===== src/rtl/soc_mem_arbiter_if.sv =====
// rtl/soc_mem_arbiter_if.sv - PicoRV32-style native memory bus channel
// One instance per master; the arbiter takes the slave side.
interface soc_mem_arbiter_if;
  logic        valid;
  logic [31:0] addr;
  logic [31:0] wdata;
  logic [3:0]  wstrb;
  logic        ready;
  logic [31:0] rdata;

  modport master (output valid, addr, wdata, wstrb, input ready, rdata);
  modport slave  (input valid, addr, wdata, wstrb, output ready, rdata);
endinterface


===== src/rtl/soc_mem_arbiter.sv =====
// rtl/soc_mem_arbiter.sv - two-master arbiter in front of a single-port synchronous SRAM
// Fixed priority (M0 wins ties) by default; define MEM_ARB_RR_EN for round-robin ties.
module soc_mem_arbiter #(
  parameter int MEM_WORDS = 32768,
  parameter int AW        = $clog2(MEM_WORDS)
) (
  input  logic             clk,
  input  logic             rst_n,
  soc_mem_arbiter_if.slave m0,
  soc_mem_arbiter_if.slave m1,
  output logic             sram_en_o,
  output logic [3:0]       sram_we_o,
  output logic [AW-1:0]    sram_addr_o,
  output logic [31:0]      sram_wdata_o,
  input  logic [31:0]      sram_rdata_i,
  output logic             bus_err_o,
  output logic             busy_o
);

  typedef enum logic [1:0] {IDLE, RESP0, RESP1} state_e;

  state_e      state_q, state_d;
  logic        err_q, err_d;
  logic        any_valid;
  logic        grant1;
  logic [31:0] sel_addr;
  logic [31:0] sel_wdata;
  logic [3:0]  sel_wstrb;
  logic        in_range;
  logic [1:0]  unused_byte_offset;

  assign any_valid = m0.valid | m1.valid;

`ifdef MEM_ARB_RR_EN
  logic last_grant_q, last_grant_d;  // 1 = M1 was granted last
  assign grant1 = m1.valid & (~m0.valid | ~last_grant_q);
`else
  assign grant1 = m1.valid & ~m0.valid;
`endif

  assign sel_addr           = grant1 ? m1.addr  : m0.addr;
  assign sel_wdata          = grant1 ? m1.wdata : m0.wdata;
  assign sel_wstrb          = grant1 ? m1.wstrb : m0.wstrb;
  assign unused_byte_offset = sel_addr[1:0];
  // Full-width word compare: no aliasing of high addresses into the array.
  assign in_range = ({2'b00, sel_addr[31:2]} < 32'(MEM_WORDS));

  always_ff @(posedge clk or negedge rst_n) begin
    if (!rst_n) begin
      state_q      <= IDLE;
      err_q        <= 1'b0;
`ifdef MEM_ARB_RR_EN
      last_grant_q <= 1'b1;
`endif
    end else begin
      state_q      <= state_d;
      err_q        <= err_d;
`ifdef MEM_ARB_RR_EN
      last_grant_q <= last_grant_d;
`endif
    end
  end

  always_comb begin
    state_d      = IDLE;
    err_d        = err_q;
`ifdef MEM_ARB_RR_EN
    last_grant_d = last_grant_q;
`endif
    case (state_q)
      IDLE: begin
        if (any_valid) begin
          state_d      = grant1 ? RESP1 : RESP0;
          err_d        = ~in_range;
`ifdef MEM_ARB_RR_EN
          last_grant_d = grant1;
`endif
        end
      end
      default: state_d = IDLE;
    endcase
  end

  // SRAM is strobed in the grant cycle; the response slot returns its data.
  always_comb begin
    sram_en_o    = 1'b0;
    sram_we_o    = 4'b0000;
    sram_addr_o  = '0;
    sram_wdata_o = 32'h0;
    m0.ready     = 1'b0;
    m0.rdata     = 32'h0;
    m1.ready     = 1'b0;
    m1.rdata     = 32'h0;
    bus_err_o    = 1'b0;
    busy_o       = 1'b0;
    case (state_q)
      IDLE: begin
        if (any_valid) begin
          sram_en_o    = in_range;
          sram_we_o    = in_range ? sel_wstrb : 4'b0000;
          sram_addr_o  = sel_addr[AW+1:2];
          sram_wdata_o = sel_wdata;
        end
      end
      RESP0: begin
        busy_o    = 1'b1;
        m0.ready  = 1'b1;
        m0.rdata  = err_q ? 32'h0 : sram_rdata_i;
        bus_err_o = err_q;
      end
      RESP1: begin
        busy_o    = 1'b1;
        m1.ready  = 1'b1;
        m1.rdata  = err_q ? 32'h0 : sram_rdata_i;
        bus_err_o = err_q;
      end
      default: busy_o = 1'b1;
    endcase
  end

endmodule


===== src/flat_wrapper.sv =====
// flat-port wrapper written by rule: the top's interface ports become plain ports
module soc_mem_arbiter_flat 
#(
  parameter int MEM_WORDS = 32768,
  parameter int AW        = $clog2(MEM_WORDS)
)
  (clk, rst_n, sram_en_o, sram_we_o, sram_addr_o, sram_wdata_o, sram_rdata_i, bus_err_o, busy_o, m0_valid, m0_addr, m0_wdata, m0_wstrb, m0_ready, m0_rdata, m1_valid, m1_addr, m1_wdata, m1_wstrb, m1_ready, m1_rdata);
  soc_mem_arbiter_if m0_i ();
  soc_mem_arbiter_if m1_i ();
  input  logic clk;
  input  logic rst_n;
  output logic sram_en_o;
  output logic [3:0] sram_we_o;
  output logic [AW-1:0] sram_addr_o;
  output logic [31:0] sram_wdata_o;
  input  logic [31:0] sram_rdata_i;
  output logic bus_err_o;
  output logic busy_o;
  input wire logic [$bits(m0_i.valid)-1:0] m0_valid;
  input wire logic [$bits(m0_i.addr)-1:0] m0_addr;
  input wire logic [$bits(m0_i.wdata)-1:0] m0_wdata;
  input wire logic [$bits(m0_i.wstrb)-1:0] m0_wstrb;
  output wire logic [$bits(m0_i.ready)-1:0] m0_ready;
  output wire logic [$bits(m0_i.rdata)-1:0] m0_rdata;
  input wire logic [$bits(m1_i.valid)-1:0] m1_valid;
  input wire logic [$bits(m1_i.addr)-1:0] m1_addr;
  input wire logic [$bits(m1_i.wdata)-1:0] m1_wdata;
  input wire logic [$bits(m1_i.wstrb)-1:0] m1_wstrb;
  output wire logic [$bits(m1_i.ready)-1:0] m1_ready;
  output wire logic [$bits(m1_i.rdata)-1:0] m1_rdata;
  assign m0_i.valid = m0_valid;
  assign m0_i.addr = m0_addr;
  assign m0_i.wdata = m0_wdata;
  assign m0_i.wstrb = m0_wstrb;
  assign m0_ready = m0_i.ready;
  assign m0_rdata = m0_i.rdata;
  assign m1_i.valid = m1_valid;
  assign m1_i.addr = m1_addr;
  assign m1_i.wdata = m1_wdata;
  assign m1_i.wstrb = m1_wstrb;
  assign m1_ready = m1_i.ready;
  assign m1_rdata = m1_i.rdata;
  soc_mem_arbiter #(.MEM_WORDS(MEM_WORDS), .AW(AW)) u_core (.clk(clk), .rst_n(rst_n), .m0(m0_i), .m1(m1_i), .sram_en_o(sram_en_o), .sram_we_o(sram_we_o), .sram_addr_o(sram_addr_o), .sram_wdata_o(sram_wdata_o), .sram_rdata_i(sram_rdata_i), .bus_err_o(bus_err_o), .busy_o(busy_o));
endmodule

===== config.mk =====
export PLATFORM = sky130hd
export DESIGN_NAME = soc_mem_arbiter_flat
export DESIGN_NICKNAME = d
export VERILOG_FILES = /design/src/rtl/soc_mem_arbiter_if.sv /design/src/rtl/soc_mem_arbiter.sv /design/src/flat_wrapper.sv
export SDC_FILE = /design/constraint.sdc
export NUM_CORES = 1
export LEC_CHECK = 0
export BUFFER_PORTS_ARGS = -buffer_cell sky130_fd_sc_hd__buf_2
export CAP_MARGIN = 20
export CORE_AREA = 2 2 113 115
export CTS_CLUSTER_DIAMETER = 30
export CTS_CLUSTER_SIZE = 10
export DETAILED_ROUTE_END_ITERATION = 6
export DIE_AREA = 0 0 115 117
export HOLD_SLACK_MARGIN = 0.02
export SLEW_MARGIN = 20
export SYNTH_ARGS = -nofsm -noshare
export SYNTH_HDL_FRONTEND = slang
export SYNTH_SLANG_ARGS = --single-unit

===== constraint.sdc =====
create_clock -name clk -period 1.5 [get_ports clk]
set_input_delay 0.075 -clock clk [delete_from_list [all_inputs] [get_ports clk]]
set_output_delay 0.075 -clock clk [all_outputs]
set_load 0.005 [all_outputs]

==> results.json, run 1 <==
{
  "period_minus_slack_ns": 1.83,
  "gp_congestion": 0.762,
  "dp.final_hpwl_um": 6360,
  "maxSlewHeadroom": 0.764,
  "gr-usage-all-layers": 0.117,
  "worst_setup_hold_path_clk_slew_ns": 0.03,
  "fp.dieH_um": 117,
  "utilization": 0.289,
  "tritoncts.num_buffers": 3,
  "io_pins": 292,
  "finalNonFillerCells": 633,
  "power_density_over_cell_area_nw_per_um2": 381,
  "wl_um": 9280,
  "synth-seq-area-share": 0.0611,
  "net_count_after_synthesis": 342,
  "failed_checks": "negative setup slack",
  "final_net_count": 659,
  "cp.arrival_ns": 1.76,
  "port_buffer_count": 287,
  "via_count_of_the_routed_design": 2594,
  "finalClockSkew_ns": 0.0000790,
  "cap_violations": 0,
  "detail_route.drc_violations": 0,
  "wl_per_instance_um": 14.7,
  "final_layout_size_suffix_gt1_frac": 0.729,
  "cell_count_after_synthesis": 167,
  "floorplan.initialDensity": 0.0998,
  "worst-slew-pin-transition_ns": 0.351,
  "classification_of_the_worst_slack_hold_path": "in -> async",
  "critical_path_peak_fanout": 6,
  "ir_drop_worst_case_vdd_mv": 0.223,
  "dr.first_iter.drc_count": 81,
  "tritoncts_num_sinks": 3,
  "drtAntennaViolNets": 0,
  "insertedDiodeCount": 0,
  "drt_first_pass_iters": 4,
  "place_inst": 604,
  "grt_antenna_before_repair": 1,
  "hold_viol": 0,
  "synth-seq-cells": 3,
  "horizontal_extent_of_the_die_um": 115,
  "setup-violations-final": 115,
  "p_leak_nw": 2.16,
  "run_status": "finished, violations left",
  "rr_worst_depth": 6,
  "worst-setup-path-type": "reg -> out",
  "die_area_um2": 13500,
  "ctsHtreeMaxLevel": 1,
  "grt_max_degree": 13,
  "yosys.cell_types.count": 25,
  "clockBufferDepth": 2,
  "layout_worst_path_cycle_share": 1.22,
  "number_of_global_route_vias_before_repair": 2287,
  "timing.critical_path.required_ns": 1.42,
  "worst_slack_ns": -0.333,
  "area.growth.synth_to_final_pct": 189,
  "coreArea_um2": 12300,
  "mappedNetlistArea_um2": 1230,
  "grt_first_pass_wirelength_um": 11800,
  "fin_setup_tns_ns": -25.94,
  "mean_area_per_synthesized_cell_um2": 7.36,
  "slew_violations": 0,
  "clock_insertion_delay_worst_skew_ns": 0.22,
  "ctsRootBufferMaster": "clkbuf_16",
  "crit_path_start_kind": "flop",
  "cts_tree": "yes",
  "critPathCaptureType": "output port",
  "clock.fmax_mhz": 546,
  "unrepaired_setup_endpoints_after_global_routing": "yes",
  "ys_warn_count": 0,
  "grt_residual_overflow": 0,
  "rows": 41,
  "via_per_inst": 4.10
}
[per-layer routing]
metal	vias up	wire length, µm	GRT usage
met5	-	16	0
met4	2	83	0.0193
met3	9	884	0.0175
met2	195	5060	0.240
met1	1138	3230	0.127
li1	1250	-	-
[kinds of logic (layout without fill, tap and decap cells)]
kind of cell               after synthesis  count (layout)  share of synthesized area
AOI/OAI and AO/OA                       53              53                      0.378
and+or+nand+nor                         83              83                      0.423
buffers and inverters                   21             337                     0.0754
adders and majority gates                3               3                     0.0306
DFF                                      3               3                     0.0611
muxes                                    4               4                     0.0326
[synth_stat cells]
| library cell | n | area [µm²] |
|---|---|---|
| nand3_1 | 1 | 5.00 |
| o211a_1 | 1 | 10.0 |
| and3b_1 | 2 | 17.5 |
| nor2b_1 | 2 | 12.5 |
| and4_1 | 1 | 8.76 |
| a22o_1 | 47 | 412 |
| buf_1 | 2 | 7.51 |
| or4_1 | 1 | 7.51 |
| inv_1 | 3 | 11.3 |
| or3_1 | 1 | 6.26 |
| a21oi_2 | 4 | 35.0 |
| clkbuf_1 | 10 | 37.5 |
| and2_1 | 64 | 400 |
| dfrtp_1 | 3 | 75.1 |
| nand2b_1 | 1 | 6.26 |
| mux2i_1 | 4 | 40.0 |
| o21a_1 | 1 | 7.51 |
| buf_6 | 1 | 11.3 |
| buf_2 | 5 | 25.0 |
| nor2_1 | 1 | 3.75 |
| nor4_1 | 5 | 31.3 |
| nor3_1 | 2 | 10.0 |
| nand2_1 | 1 | 3.75 |
| ha_1 | 3 | 37.5 |
| nand4_1 | 1 | 6.26 |
[layout by cell type (no fill, tap or decap), types with 2 or more instances in the layout]
cell	synthesis	routed
dfrtp_1	3	3
and2_4	0	5
inv_2	0	2
nor4_1	5	5
and2_1	64	59
nor3_1	2	2
a21oi_2	4	4
clkbuf_16	0	4
nor2b_4	0	2
a22o_1	47	47
ha_4	0	3
and3b_1	2	2
buf_4	0	11
buf_6	1	17
buf_2	5	286
buf_16	0	5
buf_12	0	8
mux2i_1	4	4
[where the power goes]
part	switching, W	internal (W)	total (W)
combinational	0.000332	0.000505	0.000837
clock	0.0000756	0.000351	0.000427
sequential	0.00000238	0.0000855	0.0000879
total	0.000410	0.000942	0.00135
[path summary, 6_finish.rpt]
path	from	slack, ns	endpoint
max	u_core.state_q[1]$_DFF_PN0_	-0.33	m1_rdata[29]
min	rst_n	0.18	u_core.err_q$_DFFE_PN0P_
max reg2reg	u_core.state_q[1]$_DFF_PN0_	0.04	u_core.err_q$_DFFE_PN0P_
min reg2reg	u_core.err_q$_DFFE_PN0P_	0.74	u_core.err_q$_DFFE_PN0P_
max in group asynchronous	rst_n	1.21	u_core.state_q[0]$_DFF_PN0_
min in group clk	m0_valid	0.26	u_core.state_q[0]$_DFF_PN0_
[sequential cells by signal (all words and copies together) (netlist names)]
name and flops:
u_core.err_q 1, u_core.state_q 2
[worst max-delay path, cell delays in order (launching register included)]
cell,delay [ns]
dfrtp_1,0.37
buf_4,0.14
buf_6,0.10
buf_6,0.10
ha_4,0.15
nor2b_4,0.14
buf_12,0.14
buf_6,0.12
and2_1,0.15
buf_2,0.12
[final cells by class]
| cell class | count | area (µm²) |
|---|---|---|
| clock buffers | 4 | 78.8 |
| fillers | 1301 | 8760 |
| inverters | 3 | 13.8 |
| multi-input cells | 143 | 1140 |
| flip-flops and latches | 3 | 75.1 |
| well taps | 150 | 188 |
| repair buffers | 330 | 2050 |
[through the flow]
stage          hold WS (ns)  setup WS [ns]  cell area, µm²  total power (W)
2_1_floorplan        -0.221         0.0189            1230         0.000309
3_3_place_gp         -0.127         -0.146            2940         0.000734
3_5_place_dp         -0.126         -0.217            2940         0.000731
4_1_cts               0.188         -0.349            3550          0.00137
5_1_grt               0.208         -0.404            3550          0.00144
6_report              0.179         -0.333            3550          0.00135
[repair_timing]
action                                  in CTS  in global routing
endpoints found under the setup margin     115                116
endpoints found under the hold margin        3                  0
cloned                                      15                  1
resized for setup                           49                 11
setup buffers                                9                  4
hold buffers                                 1                  0
pin swaps                                   19                 20
(Power assumes the default switching activity.)
==> inputs of run 2 (changes only) <==
--- a/config.mk
+++ b/config.mk
@@ -5,14 +5,16 @@
 export SDC_FILE = /design/constraint.sdc
 export NUM_CORES = 1
 export LEC_CHECK = 0
+export ABC_AREA = 1
 export BUFFER_PORTS_ARGS = -buffer_cell sky130_fd_sc_hd__buf_2
 export CAP_MARGIN = 20
-export CORE_AREA = 2 2 113 115
+export CORE_AREA = 2 2 112 114
 export CTS_CLUSTER_DIAMETER = 30
 export CTS_CLUSTER_SIZE = 10
 export DETAILED_ROUTE_END_ITERATION = 6
-export DIE_AREA = 0 0 115 117
+export DIE_AREA = 0 0 114 116
 export HOLD_SLACK_MARGIN = 0.02
+export REMOVE_ABC_BUFFERS = 1
 export SLEW_MARGIN = 20
 export SYNTH_ARGS = -nofsm -noshare
 export SYNTH_HDL_FRONTEND = slang
==> results.json, run 2 <==
{
  "largest_reg_flops": 2,
  "io_pins": 292,
  "synthMostInstantiatedCell": "nor3_1",
  "fp.dieH_um": 116,
  "dr.first_iter.drc_count": 52,
  "gp_congestion": 0.781,
  "die_area_um2": 13200,
  "run_status": "finished, violations left",
  "worst_setup_hold_path_clk_slew_ns": 0.03,
  "cell_count_after_synthesis": 243,
  "clockBufferDepth": 2,
  "cts_tree": "yes",
  "layout_worst_path_cycle_share": 1.09,
  "crit_path_start_kind": "flop",
  "hold_viol": 0,
  "grt_first_pass_wirelength_um": 13600,
  "worst_setup_path_startpoint": "u_core.state_q[0]$_DFF_PN0_",
  "cells_along_the_critical_path": "inv_2 > ha_4 > inv_4 > nor2_4 > buf_12 > clkbuf_16 > a22o_1 > buf_2",
  "top_regs": "u_core.state_q x2, u_core.err_q x1",
  "synth_commonest_cells": "66 x nor3_1, 47 x a22o_1, 44 x inv_1",
  "synth_largest_area_cell": "a22o_1",
  "cap_violations": 0,
  "slew_violations": 0,
  "dp.final_hpwl_um": 7330,
  "grt_residual_overflow": 0,
  "failed_checks": "negative setup slack",
  "clock_insertion_delay_worst_skew_ns": 0.22,
  "place_inst": 660,
  "critPathCaptureType": "output port",
  "horizontal_extent_of_the_die_um": 114,
  "coreArea_um2": 11900,
  "worst_slack_ns": -0.136,
  "ir_drop_worst_case_vdd_mv": 0.298,
  "wl_per_instance_um": 15.6,
  "met1_length_um": 3890,
  "port_buffer_count": 287,
  "number_of_global_route_vias_before_repair": 2499,
  "fill_cells": 1266,
  "ys_warn_count": 0,
  "rr_startpoint": "u_core.state_q[0]$_DFF_PN0_",
  "worst_r2r_endpoint": "u_core.err_q$_DFFE_PN0P_",
  "mappedNetlistArea_um2": 1430,
  "timing.critical_path.slowest_cell_delay_ns": 0.37,
  "area.growth.synth_to_final_pct": 184,
  "combined_area_of_the_multi_input_logic_cells_um2": 1560,
  "synthArstFlopShare": 1.00,
  "rr_worst_depth": 7,
  "classification_of_the_worst_slack_hold_path": "in -> async",
  "crit_path_top_delay_cell": "dfrtp_1",
  "most_common_library_cell_in_the_layout_ignoring_fill_and_taps": "buf_2",
  "p_leak_nw": 2.35,
  "drtAntennaViolNets": 0,
  "wl_met3_um": 775,
  "worst-slew-pin-transition_ns": 0.547,
  "drt_first_pass_iters": 4,
  "wl_um": 10700,
  "final_layout_size_suffix_gt1_frac": 0.754,
  "total_power_w": 0.00186,
  "final_net_count": 713,
  "post-synth-top-area-fraction": 0.289,
  "power_density_over_cell_area_nw_per_um2": 461,
  "synth-seq-cells": 3,
  "via_per_inst": 4.24,
  "preCtsSetupSlack_ns": 0.0268,
  "period_minus_slack_ns": 1.64,
  "ctsHtreeMaxLevel": 1,
  "critical_path_peak_fanout": 6,
  "area.sequential_um2": 76.3,
  "via_count_of_the_routed_design": 2898,
  "top_register": "u_core.state_q",
  "timing.critical_path.required_ns": 1.42,
  "detail_route.drc_violations": 0,
  "clock.fmax_mhz": 611,
  "worst-setup-path-type": "reg -> out",
  "unrepaired_setup_endpoints_after_global_routing": "yes",
  "yosys_most_used_dff": "dfrtp_1",
  "synth-seq-area-share": 0.0527,
  "number_of_enable_type_register_cells_in_the_synthesized_netlist": 0,
  "grt_antenna_before_repair": 0,
  "synthTopCellsByArea": "a22o_1 29%, nor3_1 23%, inv_1 12%, nand2_1 6.3%, dfrtp_1 5.3%",
  "yosys.cell_types.count": 20,
  "setup-violations-final": 88,
  "worst_setup_path_endpoint": "sram_addr_o[6]",
  "finalNonFillerCells": 684,
  "wl_met2_um": 5940,
  "tritoncts.num_buffers": 3,
  "tritoncts_num_sinks": 3,
  "route.top_layer_used": "met4",
  "rows": 40,
  "mean_area_per_synthesized_cell_um2": 5.86,
  "ctsRootBufferMaster": "clkbuf_16",
  "grt_max_degree": 65,
  "floorplan.initialDensity": 0.120,
  "worst-r2r-setup-slack_ns": 0.43,
  "finalClockSkew_ns": 0.00235,
  "insertedDiodeCount": 0,
  "gr-usage-all-layers": 0.132,
  "fin_setup_tns_ns": -6.58,
  "maxSlewHeadroom": 0.635,
  "final_cell_mix": "284 x buf_2, 47 x a22o_1, 41 x nor3_2",
  "cp.arrival_ns": 1.56
}
[run 2: changes by cell type after synthesis, moves of 3 or more]
cell and change:
and2_1 -64, nor3_1 +64, inv_1 +41, nand2_1 +23
nor2_1 +15, buf_2 +6, nor2_2 +5, nor4_1 -5
a21oi_2 -4, mux2i_1 -4, nand2_2 +3
[run 2: power breakdown]
group	leakage, nW	total [W]	switching, W	internal, W
combinational	2.28	0.00134	0.000703	0.000642
sequential	0.0361	0.0000992	0.00000826	0.0000910
clock	0.0382	0.000421	0.0000701	0.000351
total	2.35	0.00186	0.000782	0.00108
[run 2: worst min path at each step]
stage	start	to	slack, ns	cells past startpoint
floorplan	rst_n	u_core.err_q$_DFFE_PN0P_	-0.22	0
CTS	rst_n	u_core.state_q[0]$_DFF_PN0_	0.20	2
finish	rst_n	u_core.err_q$_DFFE_PN0P_	0.18	2
global placement	rst_n	u_core.state_q[1]$_DFF_PN0_	-0.13	1
global route	rst_n	u_core.err_q$_DFFE_PN0P_	0.21	2
detailed placement	rst_n	u_core.state_q[0]$_DFF_PN0_	-0.12	1
[run 2: metrics by stage]
stage	area [µm²]	util	hold slack, ns
final	4050	0.340	0.181
after global routing	4050	0.340	0.208
after CTS	3590	0.301	0.197
after detailed placement	3030	0.254	-0.124
after global placement	3030	0.254	-0.128
after floorplan	1300	-	-0.221
[run 2: repair_timing]
action                     CTS  global route
gates resized for setup     56            68
setup endpoints to repair   88           116
pin swaps                    1            12
hold buffers                 1             0
buffers inserted             5             4
gates cloned                 8             4
hold endpoints to repair     3             0
[run 2: cell families (layout without fill, tap and decap cells)]
logic type | after synthesis | count (layout) | share of synthesized area
AND/OR/NAND/NOR | 120 | 120 | 0.417
buffers and inverters | 69 | 363 | 0.212
flip-flops | 3 | 3 | 0.0527
AO/OA/AOI/OAI | 48 | 48 | 0.292
adder cells (fa/ha/maj) | 3 | 3 | 0.0263
[run 2: worst max-delay path, delay by kind of cell (launching register included)]
kind | cells | cell delay (ns)
buf+inv | 5 | 0.55
flops | 1 | 0.37
fa+ha+maj | 1 | 0.15
simple gates | 1 | 0.13
compound gates | 1 | 0.13
[run 2: per-layer routing]
| layer | GRT usage | vias up |
|---|---|---|
| met4 | 0.0244 | 0 |
| met5 | 0 | - |
| met2 | 0.254 | 152 |
| li1 | - | 1427 |
| met1 | 0.146 | 1313 |
| met3 | 0.0361 | 6 |
[run 2: layout make-up]
cell class | count | area share
repair buffers | 313 | 0.482
multi-input cells | 171 | 0.385
inverters | 46 | 0.0495
well taps | 147 | 0.0455
clock buffers | 4 | 0.0195
flip-flops and latches | 3 | 0.0189
==> inputs of run 3 (changes only) <==
--- a/config.mk
+++ b/config.mk
@@ -8,13 +8,16 @@
 export ABC_AREA = 1
 export BUFFER_PORTS_ARGS = -buffer_cell sky130_fd_sc_hd__buf_2
 export CAP_MARGIN = 20
-export CORE_AREA = 2 2 112 114
+export CELL_PAD_IN_SITES_DETAIL_PLACEMENT = 0
+export CELL_PAD_IN_SITES_GLOBAL_PLACEMENT = 1
+export CORE_ASPECT_RATIO = 0.9
+export CORE_MARGIN = 2
+export CORE_UTILIZATION = 11
 export CTS_CLUSTER_DIAMETER = 30
 export CTS_CLUSTER_SIZE = 10
 export DETAILED_ROUTE_END_ITERATION = 6
-export DIE_AREA = 0 0 114 116
 export HOLD_SLACK_MARGIN = 0.02
-export REMOVE_ABC_BUFFERS = 1
+export PLACE_DENSITY_LB_ADDON = 0.1
 export SLEW_MARGIN = 20
 export SYNTH_ARGS = -nofsm -noshare
 export SYNTH_HDL_FRONTEND = slang
==> results.json, run 3 (same netlist as run 2, synthesis figures left out) <==
{
  "run_status": "finished, violations left",
  "failed_checks": "negative setup slack",
  "finalClockSkew_ns": 0.000985,
  "maxSlewHeadroom": 0.814,
  "setup-violations-final": 84,
  "final_cell_mix": "287 x buf_2, 47 x a22o_1, 38 x inv_1",
  "pwr-share-clk": 0.218,
  "crit_path_top_delay_cell": "dfrtp_1",
  "grt_residual_overflow": 0,
  "via_count_of_the_routed_design": 2913,
  "timing.critical_path.buf_inv": 5,
  "period_minus_slack_ns": 1.68,
  "p_leak_nw": 2.45,
  "ir_drop_worst_case_vdd_mv": 0.294,
  "critical_path_peak_fanout": 6,
  "placedInstanceArea_um2": 3060,
  "worst_path_most_repeated_cell": "buf_12",
  "horizontal_extent_of_the_die_um": 124,
  "crit_family": "buffers and inverters",
  "swShare": 0.418,
  "dr.first_iter.drc_count": 131,
  "top_regs": "u_core.state_q x2, u_core.err_q x1",
  "ctsRootBufferMaster": "clkbuf_16",
  "worst_setup_path_startpoint": "u_core.state_q[0]$_DFF_PN0_",
  "worst-r2r-setup-slack_ns": 0.21,
  "layout_worst_path_cycle_share": 1.12,
  "final_net_count": 719,
  "clock_insertion_delay_worst_skew_ns": 0.22,
  "largest_reg_flops": 2,
  "ctsHtreeMaxLevel": 1,
  "coreArea_um2": 12700,
  "net_count_after_synthesis": 418,
  "cp.arrival_ns": 1.60,
  "tritoncts.num_buffers": 3,
  "top_register": "u_core.state_q",
  "grt_first_pass_wirelength_um": 13400,
  "unrepaired_setup_endpoints_after_global_routing": "yes",
  "utilization": 0.331,
  "wl_per_instance_um": 15.7,
  "critical_path_cell_count": 8,
  "timing.critical_path.slowest_cell_delay_ns": 0.37,
  "worst_setup_hold_path_clk_slew_ns": 0.03,
  "area.sequential_um2": 78.8,
  "combPwrFrac": 0.717,
  "slew_violations": 0,
  "fill_cells": 1369,
  "rows": 39,
  "drt_first_pass_iters": 4,
  "switching_power_total_w": 0.000804,
  "tritoncts_num_sinks": 3,
  "port_buffer_count": 287,
  "detail_route.drc_violations": 0,
  "via_per_inst": 4.12,
  "timing.critical_path.required_ns": 1.42,
  "classification_of_the_worst_slack_hold_path": "in -> async",
  "power_density_over_cell_area_nw_per_um2": 458,
  "worst-slew-pin-transition_ns": 0.279,
  "total_power_w": 0.00192,
  "clockBufferDepth": 2,
  "crit_path_start_kind": "flop",
  "most_common_library_cell_in_the_layout_ignoring_fill_and_taps": "buf_2",
  "insertedDiodeCount": 0,
  "hold_viol": 0,
  "finalNonFillerCells": 707,
  "dp.final_hpwl_um": 7430,
  "number_of_global_route_vias_before_repair": 2415,
  "combined_area_of_the_multi_input_logic_cells_um2": 1610,
  "cts_tree": "yes",
  "fp.dieH_um": 112,
  "io_pins": 292,
  "critPathCaptureType": "output port",
  "grt_max_degree": 61,
  "min_hold_slack_ns": 0.206,
  "cap_violations": 0,
  "place_inst": 677,
  "gp_congestion": 0.796,
  "clock.fmax_mhz": 596,
  "rr_startpoint": "u_core.state_q[0]$_DFF_PN0_",
  "die_area_um2": 13900,
  "worst_setup_path_endpoint": "sram_wdata_o[22]",
  "area.growth.synth_to_final_pct": 194,
  "drtAntennaViolNets": 0,
  "final_layout_size_suffix_gt1_frac": 0.751,
  "grt_antenna_before_repair": 0,
  "finish.instance_area_um2": 4200,
  "worst_r2r_endpoint": "u_core.state_q[1]$_DFF_PN0_",
  "worst_slack_ns": -0.177,
  "gr-usage-all-layers": 0.125,
  "p_int_w": 0.00112,
  "rr_worst_depth": 7,
  "cells_along_the_critical_path": "inv_2 > ha_4 > inv_4 > nor2_4 > buf_12 > buf_12 > a22o_1 > buf_2",
  "floorplan.initialDensity": 0.112,
  "wl_um": 11100,
  "worst-setup-path-type": "reg -> out",
  "pwr-share-seq": 0.065
}
## run 3: cell count changes in the layout (fill, tap and decap cells not counted), sizes merged
cell	previous run	this run
buf	308	312
clkbuf	8	10
clkinv	1	0
inv	45	46
## run 3: cell type report
cell class,count,area share
clock buffers,4,0.0188
well taps,164,0.0489
flip-flops and latches,3,0.0188
inverters,46,0.0459
multi-input cells,171,0.385
repair buffers,319,0.483
## run 3: metrics by stage
step	setup slack, ns	TNS [ns]
detailed placement	0.0235	0
floorplan	0.211	0
CTS	-0.169	-5.97
global placement	0.0227	0
finish	-0.177	-9.16
global route	-0.244	-16.47
## run 3: power groups by stage
| stage | logic [W] | registers (W) | clock network (W) |
|---|---|---|---|
| 3_3_place_gp | 0.000914 | 0.000108 | 0 |
| 3_5_place_dp | 0.000913 | 0.000107 | 0 |
| 5_1_grt | 0.00149 | 0.000129 | 0.000434 |
| 4_1_cts | 0.00111 | 0.000109 | 0.000427 |
| 2_1_floorplan | 0.000437 | 0.0000948 | 0 |
| 6_report | 0.00138 | 0.000125 | 0.000419 |
## run 3: worst min-delay path by stage
| stage | endpoint | slack (ns) |
|---|---|---|
| floorplan | u_core.err_q$_DFFE_PN0P_ | -0.22 |
| global placement | u_core.state_q[0]$_DFF_PN0_ | -0.12 |
| detailed placement | u_core.state_q[0]$_DFF_PN0_ | -0.12 |
| CTS | u_core.state_q[0]$_DFF_PN0_ | 0.20 |
| global route | u_core.err_q$_DFFE_PN0P_ | 0.22 |
| finish | u_core.state_q[0]$_DFF_PN0_ | 0.21 |
## run 3: what timing repair did
action / in CTS / in global routing
pin swaps: 11 / 17
buffers inserted: 8 / 4
hold buffers: 1 / 0
hold endpoints to repair: 3 / 0
setup endpoints to repair: 67 / 116
gates resized for setup: 65 / 65
gates cloned: 7 / 8
## run 3: worst register-to-register path, delay by kind of cell (launching register included)
kind | cells | cell delay [ns]
flops | 1 | 0.37
buf+inv | 5 | 0.54
fa+ha+maj | 1 | 0.16
simple gates | 1 | 0.16
## run 3: layer usage
metal,track usage,up-vias,share of wire
li1,-,1445,-
met1,0.159,1337,0.41
met5,0,-,0
met4,0.0120,0,0.0012
met3,0.0174,2,0.067
met2,0.230,129,0.52
